[config.mk]
export PLATFORM = sky130hd
export DESIGN_NAME = serial_pattern_tx
export DESIGN_NICKNAME = d
export VERILOG_FILES = /design/src/rtl/serial_pkg.sv /design/src/rtl/tx_down_counter.sv /design/src/rtl/serial_pattern_tx.sv
export SDC_FILE = /design/constraint.sdc
export NUM_CORES = 1
export LEC_CHECK = 0
export BUFFER_PORTS_ARGS = -buffer_cell sky130_fd_sc_hd__buf_2
export CORE_MARGIN = 1.5
export CORE_UTILIZATION = 52
export CTS_CLUSTER_DIAMETER = 120
export DETAILED_ROUTE_END_ITERATION = 10
export PLACE_DENSITY = 0.75
export SLEW_MARGIN = 10
export SYNTH_ARGS = -nofsm -noshare
export SYNTH_HDL_FRONTEND = slang
export SYNTH_SLANG_ARGS = --single-unit
[constraint.sdc]
create_clock -name clk -period 2.2 [get_ports clk]
set_input_delay 0.33 -clock clk [delete_from_list [all_inputs] [get_ports clk]]
set_output_delay 0.33 -clock clk [all_outputs]
set_load 0.05 [all_outputs]
[src/rtl/serial_pkg.sv]
// Shared encodings and helpers for the serial pattern transmitter.
// Pulled in by the top and the counter with import serial_pkg::*.
package serial_pkg;

    typedef enum logic [1:0] {
        ST_IDLE  = 2'd0,
        ST_SHIFT = 2'd1,
        ST_GAP   = 2'd2
    } state_t;

    localparam logic IDLE_BIT_DEFAULT = 1'b0;

    // The counter must hold both WIDTH-1 (bit count) and GAP_CYCLES-1 (gap count).
    function automatic int cnt_width(input int width, input int gap_cycles);
        int m;
        m = (width > gap_cycles + 1) ? width : gap_cycles + 1;
        return ($clog2(m) < 1) ? 1 : $clog2(m);
    endfunction

endpackage

[src/rtl/tx_down_counter.sv]
// Loadable down-counter with a zero flag.
// It stops at zero instead of wrapping; every state entry reloads it.
module tx_down_counter
    import serial_pkg::*;
#(
    parameter int CW = 5
) (
    input  logic          clk,
    input  logic          reset,
    input  logic          i_load,
    input  logic [CW-1:0] i_load_val,
    input  logic          i_en,
    output logic [CW-1:0] o_count,
    output logic          o_zero
);

    logic [CW-1:0] r_count;

    // Load takes priority over decrement.
    always_ff @(posedge clk or negedge reset) begin
        if (!reset) begin
            r_count <= '0;
        end else if (i_load) begin
            r_count <= i_load_val;
        end else if (i_en && (r_count != '0)) begin
            r_count <= r_count - CW'(1);
        end
    end

    assign o_count = r_count;
    assign o_zero  = (r_count == '0);

endmodule

[src/rtl/serial_pattern_tx.sv]
// MSB-first serial transmitter feeding the sequence detector's x input.
// It sends one word per handshake, inserts an idle gap, and can repeat the held word.
module serial_pattern_tx
    import serial_pkg::*;
#(
    parameter int   WIDTH      = 32,
    parameter int   GAP_CYCLES = 2,
    parameter logic IDLE_BIT   = IDLE_BIT_DEFAULT
) (
    input  logic             clk,
    input  logic             reset,
    input  logic [WIDTH-1:0] data_in,
    input  logic             data_valid,
    output logic             data_ready,
    input  logic             repeat_en,
    output logic             x_out,
    output logic             bit_valid,
    output logic             frame_start,
    output logic             frame_done,
    output logic             busy,
    output logic [1:0]       o_dbg_state
);

    localparam int            CW         = cnt_width(WIDTH, GAP_CYCLES);
    localparam bit            HAS_GAP    = (GAP_CYCLES > 0);
    localparam logic [CW-1:0] WIDTH_LOAD = CW'(WIDTH - 1);
    localparam logic [CW-1:0] GAP_LOAD   = HAS_GAP ? CW'(GAP_CYCLES - 1) : '0;
    localparam logic [CW-1:0] CNT_ONE    = CW'(1);

    state_t           r_state;
    logic [WIDTH-1:0] r_shift;
    logic [WIDTH-1:0] r_hold;
    logic             r_x_out;
    logic             r_bit_valid;
    logic             r_frame_start;
    logic             r_frame_done;

    state_t           w_state_nxt;
    logic [WIDTH-1:0] w_shift_nxt;
    logic [WIDTH-1:0] w_hold_nxt;
    logic             w_x_nxt;
    logic             w_bv_nxt;
    logic             w_fs_nxt;
    logic             w_fd_nxt;
    logic             w_cnt_load;
    logic [CW-1:0]    w_cnt_load_val;
    logic             w_cnt_en;
    logic [CW-1:0]    w_cnt;
    logic             w_cnt_zero;
    logic             w_data_ready;

    // Handshake: a word transfers on a posedge where data_valid && data_ready;
    // data_ready depends only on the state register, never on data_valid.
    assign w_data_ready = (r_state == ST_IDLE);
    assign data_ready   = w_data_ready;
    assign busy         = !w_data_ready;
    assign o_dbg_state  = r_state;
    assign x_out        = r_x_out;
    assign bit_valid    = r_bit_valid;
    assign frame_start  = r_frame_start;
    assign frame_done   = r_frame_done;

    tx_down_counter #(
        .CW(CW)
    ) u_cnt (
        .clk        (clk),
        .reset      (reset),
        .i_load     (w_cnt_load),
        .i_load_val (w_cnt_load_val),
        .i_en       (w_cnt_en),
        .o_count    (w_cnt),
        .o_zero     (w_cnt_zero)
    );

    // r_shift holds the bits still to send, already advanced past the bit on x_out.
    always_comb begin
        w_state_nxt    = r_state;
        w_shift_nxt    = r_shift;
        w_hold_nxt     = r_hold;
        w_x_nxt        = IDLE_BIT;
        w_bv_nxt       = 1'b0;
        w_fs_nxt       = 1'b0;
        w_fd_nxt       = 1'b0;
        w_cnt_load     = 1'b0;
        w_cnt_load_val = WIDTH_LOAD;
        w_cnt_en       = 1'b0;
        unique case (r_state)
            ST_IDLE: begin
                if (data_valid && w_data_ready) begin
                    w_hold_nxt  = data_in;
                    w_shift_nxt = {data_in[WIDTH-2:0], 1'b0};
                    w_x_nxt     = data_in[WIDTH-1];
                    w_bv_nxt    = 1'b1;
                    w_fs_nxt    = 1'b1;
                    w_cnt_load  = 1'b1;
                    w_state_nxt = ST_SHIFT;
                end
            end
            ST_SHIFT: begin
                if (!w_cnt_zero) begin
                    w_x_nxt     = r_shift[WIDTH-1];
                    w_shift_nxt = {r_shift[WIDTH-2:0], 1'b0};
                    w_bv_nxt    = 1'b1;
                    w_fd_nxt    = (w_cnt == CNT_ONE);
                    w_cnt_en    = 1'b1;
                end else if (HAS_GAP) begin
                    w_cnt_load     = 1'b1;
                    w_cnt_load_val = GAP_LOAD;
                    w_state_nxt    = ST_GAP;
                end else if (repeat_en) begin
                    w_shift_nxt = {r_hold[WIDTH-2:0], 1'b0};
                    w_x_nxt     = r_hold[WIDTH-1];
                    w_bv_nxt    = 1'b1;
                    w_fs_nxt    = 1'b1;
                    w_cnt_load  = 1'b1;
                end else begin
                    w_state_nxt = ST_IDLE;
                end
            end
            ST_GAP: begin
                if (!w_cnt_zero) begin
                    w_cnt_en = 1'b1;
                end else if (repeat_en) begin
                    w_shift_nxt = {r_hold[WIDTH-2:0], 1'b0};
                    w_x_nxt     = r_hold[WIDTH-1];
                    w_bv_nxt    = 1'b1;
                    w_fs_nxt    = 1'b1;
                    w_cnt_load  = 1'b1;
                    w_state_nxt = ST_SHIFT;
                end else begin
                    w_state_nxt = ST_IDLE;
                end
            end
            default: begin
                w_state_nxt = ST_IDLE;
            end
        endcase
    end

    always_ff @(posedge clk or negedge reset) begin
        if (!reset) begin
            r_state       <= ST_IDLE;
            r_shift       <= '0;
            r_hold        <= '0;
            r_x_out       <= IDLE_BIT;
            r_bit_valid   <= 1'b0;
            r_frame_start <= 1'b0;
            r_frame_done  <= 1'b0;
        end else begin
            r_state       <= w_state_nxt;
            r_shift       <= w_shift_nxt;
            r_hold        <= w_hold_nxt;
            r_x_out       <= w_x_nxt;
            r_bit_valid   <= w_bv_nxt;
            r_frame_start <= w_fs_nxt;
            r_frame_done  <= w_fd_nxt;
        end
    end

endmodule
# Word level (Yosys, flattened, before mapping)

Cells that the tools add are included.

Register bits after elaboration: 75
Input port bits: 36

Multiplexer cells: 30
Equal/unequal tests: 8
Add/sub/neg operators: 1
Reduce and logical (&&, ||, !) cells: 12

Operators by type and width:

| operator              | number |
|---|---|
| $mux W32              | 4 |
| $pmux W32 S3          | 1 |
| $mux W5               | 4 |
| $mux W1               | 13 |
| $pmux W1 S3           | 3 |
| $ne A2 B2 Y1 const B  | 4 |
| $mux W2               | 3 |
| $pmux W2 S3           | 1 |
| $eq A5 B1 Y1 const B  | 1 |
| $logic_not A5 Y1      | 1 |
| $reduce_and A5 Y1     | 1 |
| $reduce_bool A5 Y1    | 1 |
| $sub A5 B1 Y5 const B | 1 |
| $reduce_and A3 Y1     | 1 |
| $reduce_bool A3 Y1    | 1 |
| $eq A2 B1 Y1 const B  | 1 |
| $eq A2 B2 Y1 const B  | 1 |
| $logic_and A1 B1 Y1   | 2 |
| $logic_not A2 Y1      | 1 |
| $ne A2 B1 Y1 const B  | 1 |
| $pmux W1 S2           | 1 |
| $reduce_and A2 Y1     | 1 |
| $reduce_bool A2 Y1    | 1 |
| $reduce_or A2 Y1      | 1 |
| $logic_not A1 Y1      | 1 |

# Depth between registers and ports, before layout

Gate-level depths: netlist (run 1).

Word-level depth: 6
Mapped depth: 8
Depth with buffers taken out: 6

# Cells and area by module

From an unflattened synthesis (run 1), not the netlist that was laid out.

Cells, all modules: 318
Area, all modules: 3,729.8 sq um

By module, submodules not included:

| module            | area an instance (sq um) | sequential area each (sq um) | cells each | instances |
|---|---|---|---|---|
| serial_pattern_tx | 3,425.8                  | 1,726.7                      | 286        | 1 |
| tx_down_counter   | 304.0                    | 125.1                        | 32         | 1 |

# Worst setup path before layout (run 1)

Ideal clock, no wire load.

Path kind: register to register
Start point: register r_state[1] (netlist: o_dbg_state[1])
End point: register r_shift[10]
Cell stages (with the launch flop): 7
Path slack: -0.523 ns
Data arrival time: 2.598 ns
Clock period less this slack: 2.723 ns
Path buffers: 1
Required time: 2.075 ns
Library setup time: 0.125 ns
Cells stage by stage: dfrtp_1 inv_1 ha_1 inv_1 o2111ai_2 buf_6 mux2_4

Word-level cells in the longest chain between the ends: 4
Elaborated cells on any way between the ends: 11
Those cells by class: eq/ne: 6; mux: 1; reduce/logical: 4

RTL lines:

| what                               | line                     | RTL |
|---|---|---|
| start: declaration                 | serial_pattern_tx.sv:30  | `state_t r_state;` |
| start signal: assignment           | serial_pattern_tx.sv:150 | `r_state <= w_state_nxt;` |
| $logic_not A2 Y1 *                 | serial_pattern_tx.sv:54  | `assign w_data_ready = (r_state == ST_IDLE);` |
| named net data_ready               | serial_pattern_tx.sv:14  | `output logic data_ready,` |
| $logic_and A1 B1 Y1                | serial_pattern_tx.sv:89  | `if (data_valid && w_data_ready) begin` |
| $ne A2 B1 Y1 (no source line)      | -                        |  |
| $reduce_and A5 Y1 (no source line) | -                        |  |
| end signal: assignment             | serial_pattern_tx.sv:151 | `r_shift <= w_shift_nxt;` |
| end: declaration                   | serial_pattern_tx.sv:31  | `logic [WIDTH-1:0] r_shift;` |

The timed path passes the listed nets; every way through them passes the cells marked *.
A chain may end at the register's enable or synchronous reset.

# Worst setup path in the final report (run 1)

Start point: register u_cnt.r_count[1] (netlist: u_cnt.o_count[1])
End point: register r_shift[18]

Word-level cells in the longest chain between the ends: 3
Elaborated cells on any way between the ends: 4
Those cells by class: eq/ne: 2; reduce/logical: 2

RTL lines:

| what                                 | line                  | RTL |
|---|---|---|
| start: declaration                   | tx_down_counter.sv:17 | `logic [CW-1:0] r_count;` |
| start signal: assignment             | tx_down_counter.sv:24 | `r_count <= i_load_val;` |
| start signal: assignment             | tx_down_counter.sv:26 | `r_count <= r_count - CW'(1);` |
| $logic_not A5 Y1 *                   | tx_down_counter.sv:31 | `assign o_zero = (r_count == '0);` |
| $ne A2 B2 Y1 (no source line)        | -                     |  |
| $reduce_and A5 Y1 (no source line) * | -                     |  |

Mark *: on every way between the ends. The rest lies on a longest branch, timed or not.

==> results of run 1 <==
[report_power, final]
group / leakage [nW] / switching (mW) / total, mW / internal (mW)
logic: 1.00 / 1.92 / 4.18 / 2.26
clock network: 0.133 / 0.526 / 1.43 / 0.903
registers: 0.871 / 0.418 / 2.49 / 2.07
total: 2.01 / 2.86 / 8.10 / 5.23
[layout make-up]
class | instances | area [um^2]
clock buffers | 10 | 137.6
clock inverters | 6 | 136.4
fillers | 496 | 2341
inverters | 8 | 33.78
multi-input cells | 208 | 1730
flip-flops and latches | 74 | 1854
well taps | 96 | 120.1
repair buffers | 60 | 440.4
[final timing paths]
check	slack [ns]	startpoint	cells after the start	to
setup / recovery	0.003	u_cnt.o_count[1]	7	r_shift[18]
hold / removal	-0.02	reset	2	o_dbg_state[0]
setup reg to reg	0.003	u_cnt.o_count[1]	7	r_shift[18]
hold reg to reg	0.50	r_hold[31]	2	r_hold[31]
max in group asynchronous	1.85	reset	2	o_dbg_state[1]
min in group clk	0.23	data_in[23]	2	r_hold[23]
[cell usage in the layout, fill, tap and decap left out, drive strengths merged, types with 2 or more instances in the layout]
cell type	netlist	layout
dfrtp	74	74
mux2	63	63
buf	6	58
a21oi	35	35
nor2	33	33
a22oi	30	30
nand2	12	12
clkbuf	16	12
ha	8	8
inv	8	8
nand3	6	6
bufinv	0	4
o21ai	4	4
nor3	3	3
clkinvlp	0	2
a31oi	2	2
o211ai	2	2
[repair_timing]
action / CTS / global route
setup buffers: 0 / 2
endpoints found under the setup margin: 0 / 31
resized for setup: 0 / 7
hold buffers: 0 / 0
endpoints found under the hold margin: 0 / 0
[per-stage QoR]
step                      cells  instance area, um^2  util (%)
after floorplan             312                 3695         -
after global placement      442                 4084     60.11
after detailed placement    442                 4084     60.11
after CTS                   458                 4358     64.14
after global routing        462                 4453     65.54
final                       462                 4453     65.54
[metal layers]
layer  track usage [%]  vias to the layer above
met5                 0                        -
met4             7.625                        0
met1             25.99                     1260
li1                  -                     1222
met2             31.92                       59
met3             5.024                        8
[registers in the layout, summed over array words and instances (netlist names)]
name           count
r_shift           31
frame_start        1
x_out              1
o_dbg_state        2
bit_valid          1
frame_done         1
r_hold            32
u_cnt.o_count      5
[worst reg2reg max path: cells and delay by family, from the launching register on]
family / cells / cell delay [ns]
AOI/OAI and AO/OA: 2 / 0.41
adders and majority gates: 1 / 0.15
buffers and inverters: 2 / 0.35
DFF: 1 / 0.40
muxes: 1 / 0.30
and+or+nand+nor: 1 / 0.49
[cells by family after synthesis]
| group | synth area share [%] |
|---|---|
| compound gates | 13.11 |
| xor+xnor | 0.4781 |
| fa+ha+maj | 2.731 |
| buf+inv | 3.721 |
| flops | 50.53 |
| mux | 22.70 |
| simple gates | 6.726 |
==> flow_summary.toml, run 1 <==
[status]
outcome = "finished with violations"
violations = "negative hold slack"

[critical_path]
path_cells = "inv_2, ha_4, or4b_4, o21ai_4, o2111ai_4, clkbuf_16, mux2_4"
arrival_ns = 2.43
max_stage_delay_ns = 0.49
required_ns = 2.43
crit_type = "reg2reg"
cp_max_fo = 8
path_delay_family = "simple AND/OR/NAND/NOR gates"
cp-end-kind = "flop"
cp_slowest_cell = "or4b_4"
worst_setup_path_start_kind = "flop"
crit_buf_inv = 2

[power_and_ir_drop]
p_per_area_nw_per_um2 = 1818
vdd.ir_drop.worst_mv = 0.8438
leakage_nw = 2.006
power_mw = 8.096

[sta]
hold_viol = 13
tightest_slew_ns = 0.4159
rsz0062_at_grt = "true"
fmax_mhz = 455.1
tns_ns = 0
hold_ws_ns = -0.02119
slew-limit-headroom_pct = 72.26
finalCritPeriodShare_pct = 99.89
final_max_slew_viol_count = 0
setup_slack_ns = 0.002529
setup-violations-final = 0
period_minus_slack_ns = 2.197
finalClockSkew_ns = 0.009045

[route]
drc = 0
highest_layer = "met4"
num_vias = 2549
routedWlPerCell_um = 16.04
dr_wl_met3_um = 297
drt_iter0_drc = 127
wl_met2_um = 3647
wl_met1_um = 3376
routed_wirelength_um = 7412
drtPass1Iterations = 4
ant_nets = 0
via_per_inst = 5.517

[clock_tree]
clock_sinks = 74
cts.path.max_buffers = 2
htree_levels = 3
numCtsBuffers = 9
cts_tree = "yes"
worstSkewPairLatency_ns = 0.35
path_clk_slew_ns = 0.08
cts_root_buf = "clkbuf_8"

[placed_design]
gp_congestion = 0.7601
hpwl_um = 4487
portBuffers = 43
pre_cts_slack_ns = 0.06505

[synthesis]
syn_nets = 356
ys_top_cells_by_count = "dfrtp_1, a21oi_1, mux2_2, nor2_1"
ys_seq_elements = 74
ys_top_cells_by_area = "dfrtp_1, mux2_4, mux2_2"
synth_cells = 312
ys.flop_type = "dfrtp_1"
async_flop_share_pct = 100.0
synth_seq_area_share_pct = 50.53
netlist_area_um2 = 3665
avgSynthCellArea_um2 = 11.75
synth_top_area_share_pct = 50.53
synth_cell_type_count = 29
yosysMostFrequentCell = "dfrtp_1"
synth_top_area_cell = "dfrtp_1"
synth_edf_count = 0
yosysWarnings = 0

[floorplanning]
dieArea_um2 = 7560
ios = 44
die_x_um = 86.95
initial_utilization_pct = 53.94
fp.coreArea_um2 = 6794
fp-row-count = 30
chipHeight_um = 86.95

[global_route]
globalRoute.totalOverflow = 0
antenna_found_initial = 0
grt_start_max_net_pins = 75
grt_pass1_wl_um = 11580
grt_pass1_vias = 2423
grt_usage_pct = 19.89

[worst_hold_path]
hold_class = "in2async"

[finish]
layout.nets = 405
drive_above_1_share_pct = 41.80
n_antenna_cell = 0
syn_to_final_growth_pct = 21.51

[flow_run]
drv_cap = 0
No activity file was read; power rests on OpenSTA's default activity.
==> inputs of run 2 (changes only) <==
--- a/config.mk
+++ b/config.mk
@@ -7,10 +7,10 @@
 export LEC_CHECK = 0
 export BUFFER_PORTS_ARGS = -buffer_cell sky130_fd_sc_hd__buf_2
 export CORE_MARGIN = 1.5
-export CORE_UTILIZATION = 52
+export CORE_UTILIZATION = 45
 export CTS_CLUSTER_DIAMETER = 120
 export DETAILED_ROUTE_END_ITERATION = 10
-export PLACE_DENSITY = 0.75
+export PLACE_DENSITY = 0.67
 export SLEW_MARGIN = 10
 export SYNTH_ARGS = -nofsm -noshare
 export SYNTH_HDL_FRONTEND = slang
==> constraint.sdc (replaced) <==
create_clock -name clk -period 2.2 [get_ports clk]
set_input_delay 0.44 -clock clk [delete_from_list [all_inputs] [get_ports clk]]
set_output_delay 0.44 -clock clk [all_outputs]
set_load 0.05 [all_outputs]
==> run 2 against run 1 <==
- the flow now finishes without violations
- count of clock-buffer cells in the layout grew 1
- maximum frequency grew 1.2%
- via count grew 0.31%
- core utilization shrank 9.0 points
- setup slack gained 0.026 ns
- critical endpoint is now r_shift[17]
- die area grew 15%
- sequential power is essentially flat
- clock power shrank 18%
- clock skew is essentially flat
- final area shrank 0.81%
- flip-flop and latch count is the same
- non-clock buffer count grew 1
==> flow_summary.toml, run 2 (synthesis gave the netlist of run 1 again) <==
[critical_path]
cp_slowest_cell = "or4b_4"
required_ns = 2.43
rrSetupSlack_ns = 0.03
arrival_ns = 2.40
r2r-end = "r_shift[17]"
crit_buf_inv = 2
cp_max_fo = 8
worst_setup_path_start_kind = "flop"
crit_type = "reg2reg"
max_stage_delay_ns = 0.48
reg2reg_from = "u_cnt.o_count[0]"
cp-end-kind = "flop"
reg2reg_depth = 7
path_delay_family = "simple AND/OR/NAND/NOR gates"
path_cells = "inv_2, ha_4, or4b_4, o21ai_4, o2111ai_4, clkbuf_16, mux2_4"

[sta]
tns_ns = 0
fmax_mhz = 460.5
setup_slack_ns = 0.02828
period_minus_slack_ns = 2.172
setup-violations-final = 0
hold_ws_ns = 0.1046
finalClockSkew_ns = 0.008651
tightest_slew_ns = 0.6131
finalCritPeriodShare_pct = 98.71
rsz0062_at_grt = "true"
hold_viol = 0
final_max_slew_viol_count = 0
slew-limit-headroom_pct = 59.13

[floorplanning]
die_x_um = 93.25
chipHeight_um = 93.25
fp-row-count = 32
initial_utilization_pct = 46.94
dieArea_um2 = 8695
fp.coreArea_um2 = 7807
ios = 44

[finish]
regArea_um2 = 1854
drive_above_1_share_pct = 41.69
final_cell_area_um2 = 4417
layout.nets = 406
layout_common_cells = "dfrtp_1, buf_2, a21oi_1"
n_antenna_cell = 0
syn_to_final_growth_pct = 20.52
fillCellCount = 684
final_common_cell = "dfrtp_1"
largest_reg_flops = 32
top_register = "r_hold"
multi_input_area_um2 = 1730

[placed_design]
gp_congestion = 0.7751
placed_area_um2 = 4091
portBuffers = 43
pre_cts_slack_ns = 0.07881
hpwl_um = 4861

[route]
routed_wirelength_um = 7907
ant_nets = 0
via_per_inst = 5.452
drc = 0
routedWlPerCell_um = 16.86
drt_iter0_drc = 149
num_vias = 2557
drtPass1Iterations = 4

[global_route]
grt_pass1_wl_um = 12680
grt_pass1_vias = 2609
globalRoute.totalOverflow = 0
grt_usage_pct = 18.80
grt_start_max_net_pins = 45
antenna_found_initial = 0

[clock_tree]
cts.path.max_buffers = 2
numCtsBuffers = 9
path_clk_slew_ns = 0.07
worstSkewPairLatency_ns = 0.34
clock_sinks = 74
cts_tree = "yes"
htree_levels = 3
postCtsHoldBufs = 0
cts_root_buf = "clkbuf_8"

[flow_run]
drv_cap = 0

[power_and_ir_drop]
p_per_area_nw_per_um2 = 1782
leakage_nw = 1.990
vdd.ir_drop.worst_mv = 0.8006

[worst_hold_path]
hold_class = "in2async"

[status]
outcome = "complete, no violations"
[run 2: changes by cell type in the layout (fill, tap and decap cells not counted), sizes merged]
cell	change
buf	+1
inv	-1
clkbuf	+1
clkinv	+2
bufinv	-2
[run 2: through the flow]
stage	power (mW)	util (%)	instances
after floorplan	5.618	-	312
after global placement	6.319	52.40	448
after detailed placement	6.485	52.40	448
after CTS	7.686	55.21	464
after global routing	8.390	56.57	469
final	7.872	56.57	469
[run 2: cell type report]
type / count / share of cell area (%)
timing repair buffer: 61 / 10.23
clock inverter: 5 / 1.756
inverter: 8 / 0.7649
tap: 102 / 2.890
multi-input combinational: 208 / 39.18
clock buffer: 11 / 3.201
sequential: 74 / 41.98
[run 2: what timing repair did]
| item | 4_1_cts | 5_1_grt |
|---|---|---|
| buffers inserted | 0 | 2 |
| hold endpoints to repair | 0 | 0 |
| setup endpoints to repair | 0 | 31 |
| gates resized for setup | 0 | 7 |
[run 2: worst max path at each step]
| stage | from | to | slack [ns] | depth (start not counted) |
|---|---|---|---|---|
| 6_report | u_cnt.o_count[0] | r_shift[17] | 0.03 | 7 |
| 3_5_place_dp | u_cnt.o_count[0] | r_shift[8] | 0.08 | 7 |
| 5_1_grt | u_cnt.o_count[0] | r_shift[26] | -0.06 | 7 |
| 2_1_floorplan | o_dbg_state[1] | r_shift[10] | 0.007 | 6 |
| 3_3_place_gp | u_cnt.o_count[0] | r_shift[29] | 0.12 | 7 |
| 4_1_cts | u_cnt.o_count[0] | r_shift[19] | 0.07 | 7 |
[run 2: metal layers]
metal  GRT usage [%]  wire [um]  part of all wire, %
met1           23.91       3554                   45
met2           31.64       3957                   50
met3           5.203        304                  3.8
met4           4.545         91                  1.2
met5               0          0                    0
[run 2: where the power goes]
part           internal, mW  switching, mW  total [mW]
Combinational          2.25           1.98        4.22
Sequential             2.07          0.411        2.48
Clock                 0.666          0.499        1.17
Total                  4.99           2.89        7.87
==> inputs of run 3 (changes only) <==
--- a/config.mk
+++ b/config.mk
@@ -10,6 +10,7 @@
 export CORE_UTILIZATION = 45
 export CTS_CLUSTER_DIAMETER = 120
 export DETAILED_ROUTE_END_ITERATION = 10
+export GPL_TIMING_DRIVEN = 0
 export PLACE_DENSITY = 0.67
 export SLEW_MARGIN = 10
 export SYNTH_ARGS = -nofsm -noshare
==> run 3 against run 2 <==
- die area unchanged
- first-iteration DRC count shrank 22%
- final area increased by 1.5%
- global-route usage rose by 1.6 points
- critical endpoint is now r_shift[10]
- largest cell class unchanged
- largest power group unchanged
==> flow_summary.toml, run 3 (synthesis gave the netlist of run 1 again) <==
[placed_design]
gp_congestion = 0.8270
portBuffers = 43
hpwl_um = 5073
place_inst = 458
placed_area_um2 = 4068

[sta]
tightest_slew_ns = 0.5869
period_minus_slack_ns = 2.184
slew-limit-headroom_pct = 60.88
finalClockSkew_ns = 0.01179
finalCritPeriodShare_pct = 99.27
setup-violations-final = 0
fmax_mhz = 457.9
hold_viol = 0
final_max_slew_viol_count = 0
rsz0062_at_grt = "true"

[global_route]
grt_start_max_net_pins = 49
grt_pass1_wl_um = 13620
globalRoute.totalOverflow = 0
grt_pass1_vias = 2742
grt_usage_pct = 20.36
antenna_found_initial = 0

[floorplanning]
die_x_um = 93.25
ios = 44
dieArea_um2 = 8695
chipHeight_um = 93.25
fp.coreArea_um2 = 7807
fp-row-count = 32
initial_utilization_pct = 46.94

[critical_path]
arrival_ns = 2.41
rrSetupSlack_ns = 0.02
max_stage_delay_ns = 0.50
cp_max_fo = 5
crit_start = "u_cnt.o_count[0]"
reg2reg_depth = 8
worst_setup_path_start_kind = "flop"
critPathCapture = "r_shift[10]"
path_depth = 8
path_cells = "inv_2, ha_4, or4b_4, o21ai_4, o2111ai_4, buf_12, buf_8, mux2_4"
r2r-end = "r_shift[10]"
crit_type = "reg2reg"
crit_buf_inv = 3
path_delay_family = "simple AND/OR/NAND/NOR gates"
required_ns = 2.43
cp-end-kind = "flop"
reg2reg_from = "u_cnt.o_count[0]"
cp_slowest_cell = "or4b_4"

[route]
ant_nets = 0
drt_iter0_drc = 116
via_per_inst = 5.496
routedWlPerCell_um = 16.78
routed_wirelength_um = 8090
drc = 0
drtPass1Iterations = 4
num_vias = 2649

[finish]
syn_to_final_growth_pct = 22.33
drive_above_1_share_pct = 40.79
layout_common_cells = "dfrtp_1, buf_2, a21oi_1"
layoutNonFillerInstCount = 482
final_cell_area_um2 = 4483
largest_reg_flops = 32
layout.nets = 419
top_register = "r_hold"
fillCellCount = 682
final_common_cell = "dfrtp_1"
n_antenna_cell = 0

[clock_tree]
cts.path.max_buffers = 2
worstSkewPairLatency_ns = 0.35
numCtsBuffers = 9
cts_tree = "yes"
cts_root_buf = "clkbuf_8"
postCtsHoldBufs = 0
clock_sinks = 74
path_clk_slew_ns = 0.09
htree_levels = 3

[status]
outcome = "complete, no violations"

[power_and_ir_drop]
p_per_area_nw_per_um2 = 1797
leakage_nw = 2.018
vdd.ir_drop.worst_mv = 0.6967

[flow_run]
drv_cap = 0

[worst_hold_path]
hold_class = "in2async"
run 3: worst min-delay path by stage:
stage	endpoint	cells after the start
2_1_floorplan	bit_valid	0
3_3_place_gp	r_hold[0]	2
3_5_place_dp	frame_done	1
4_1_cts	frame_done	1
5_1_grt	o_dbg_state[1]	1
6_report	o_dbg_state[1]	1
run 3: stage by stage:
step | hold slack, ns | power (mW) | setup WS, ns | utilization, % | setup TNS, ns
after CTS | 0.0007839 | 8.041 | -0.03933 | 57.32 | -0.8042
after global routing | 0.007311 | 8.598 | -0.04797 | 57.42 | -0.9219
after detailed placement | 0.3859 | 6.430 | -0.3753 | 52.10 | -11.28
after global placement | 0.4647 | 6.316 | -0.3275 | 51.71 | -9.761
final | 0.006196 | 8.054 | 0.01614 | 57.42 | 0
after floorplan | 0.1444 | 5.618 | 0.006913 | - | 0
run 3: layer usage:
| layer | vias up | global-route usage [%] | share of wire [%] |
|---|---|---|---|
| met5 | - | 0 | 0 |
| met1 | 1336 | 26.38 | 46 |
| li1 | 1247 | - | - |
| met4 | 0 | 8.333 | 1.5 |
| met3 | 11 | 4.797 | 3.7 |
| met2 | 55 | 32.67 | 49 |
run 3: timing repair:
action | CTS | global route
gates cloned | 3 | 0
setup endpoints to repair | 32 | 32
pin swaps | 1 | 0
buffers inserted | 6 | 1
resized for setup | 16 | 10
run 3: where the power goes:
part           internal [mW]  leakage [nW]  switching [mW]
clock                  0.557         0.103           0.536
combinational           2.41          1.04            2.08
sequential              2.07         0.871           0.404
total                   5.03          2.02            3.02
run 3: worst reg2reg max path, cell delays in order (launching register included):
cell and delay [ns]:
dfrtp_1 0.39, inv_2 0.08, ha_4 0.14, or4b_4 0.50, o21ai_4 0.16, o2111ai_4 0.16
buf_12 0.19, buf_8 0.14, mux2_4 0.29
run 3: area by class of cell:
class / count / area [um^2] / area share (%)
flip-flops and latches: 74 / 1854 / 41.36
multi-input cells: 208 / 1739 / 38.79
repair buffers: 54 / 405.4 / 9.043
clock buffers: 10 / 137.6 / 3.070
well taps: 102 / 127.6 / 2.847
plain buffers: 20 / 120.1 / 2.679
clock inverters: 6 / 65.06 / 1.451
inverters: 8 / 33.78 / 0.7536
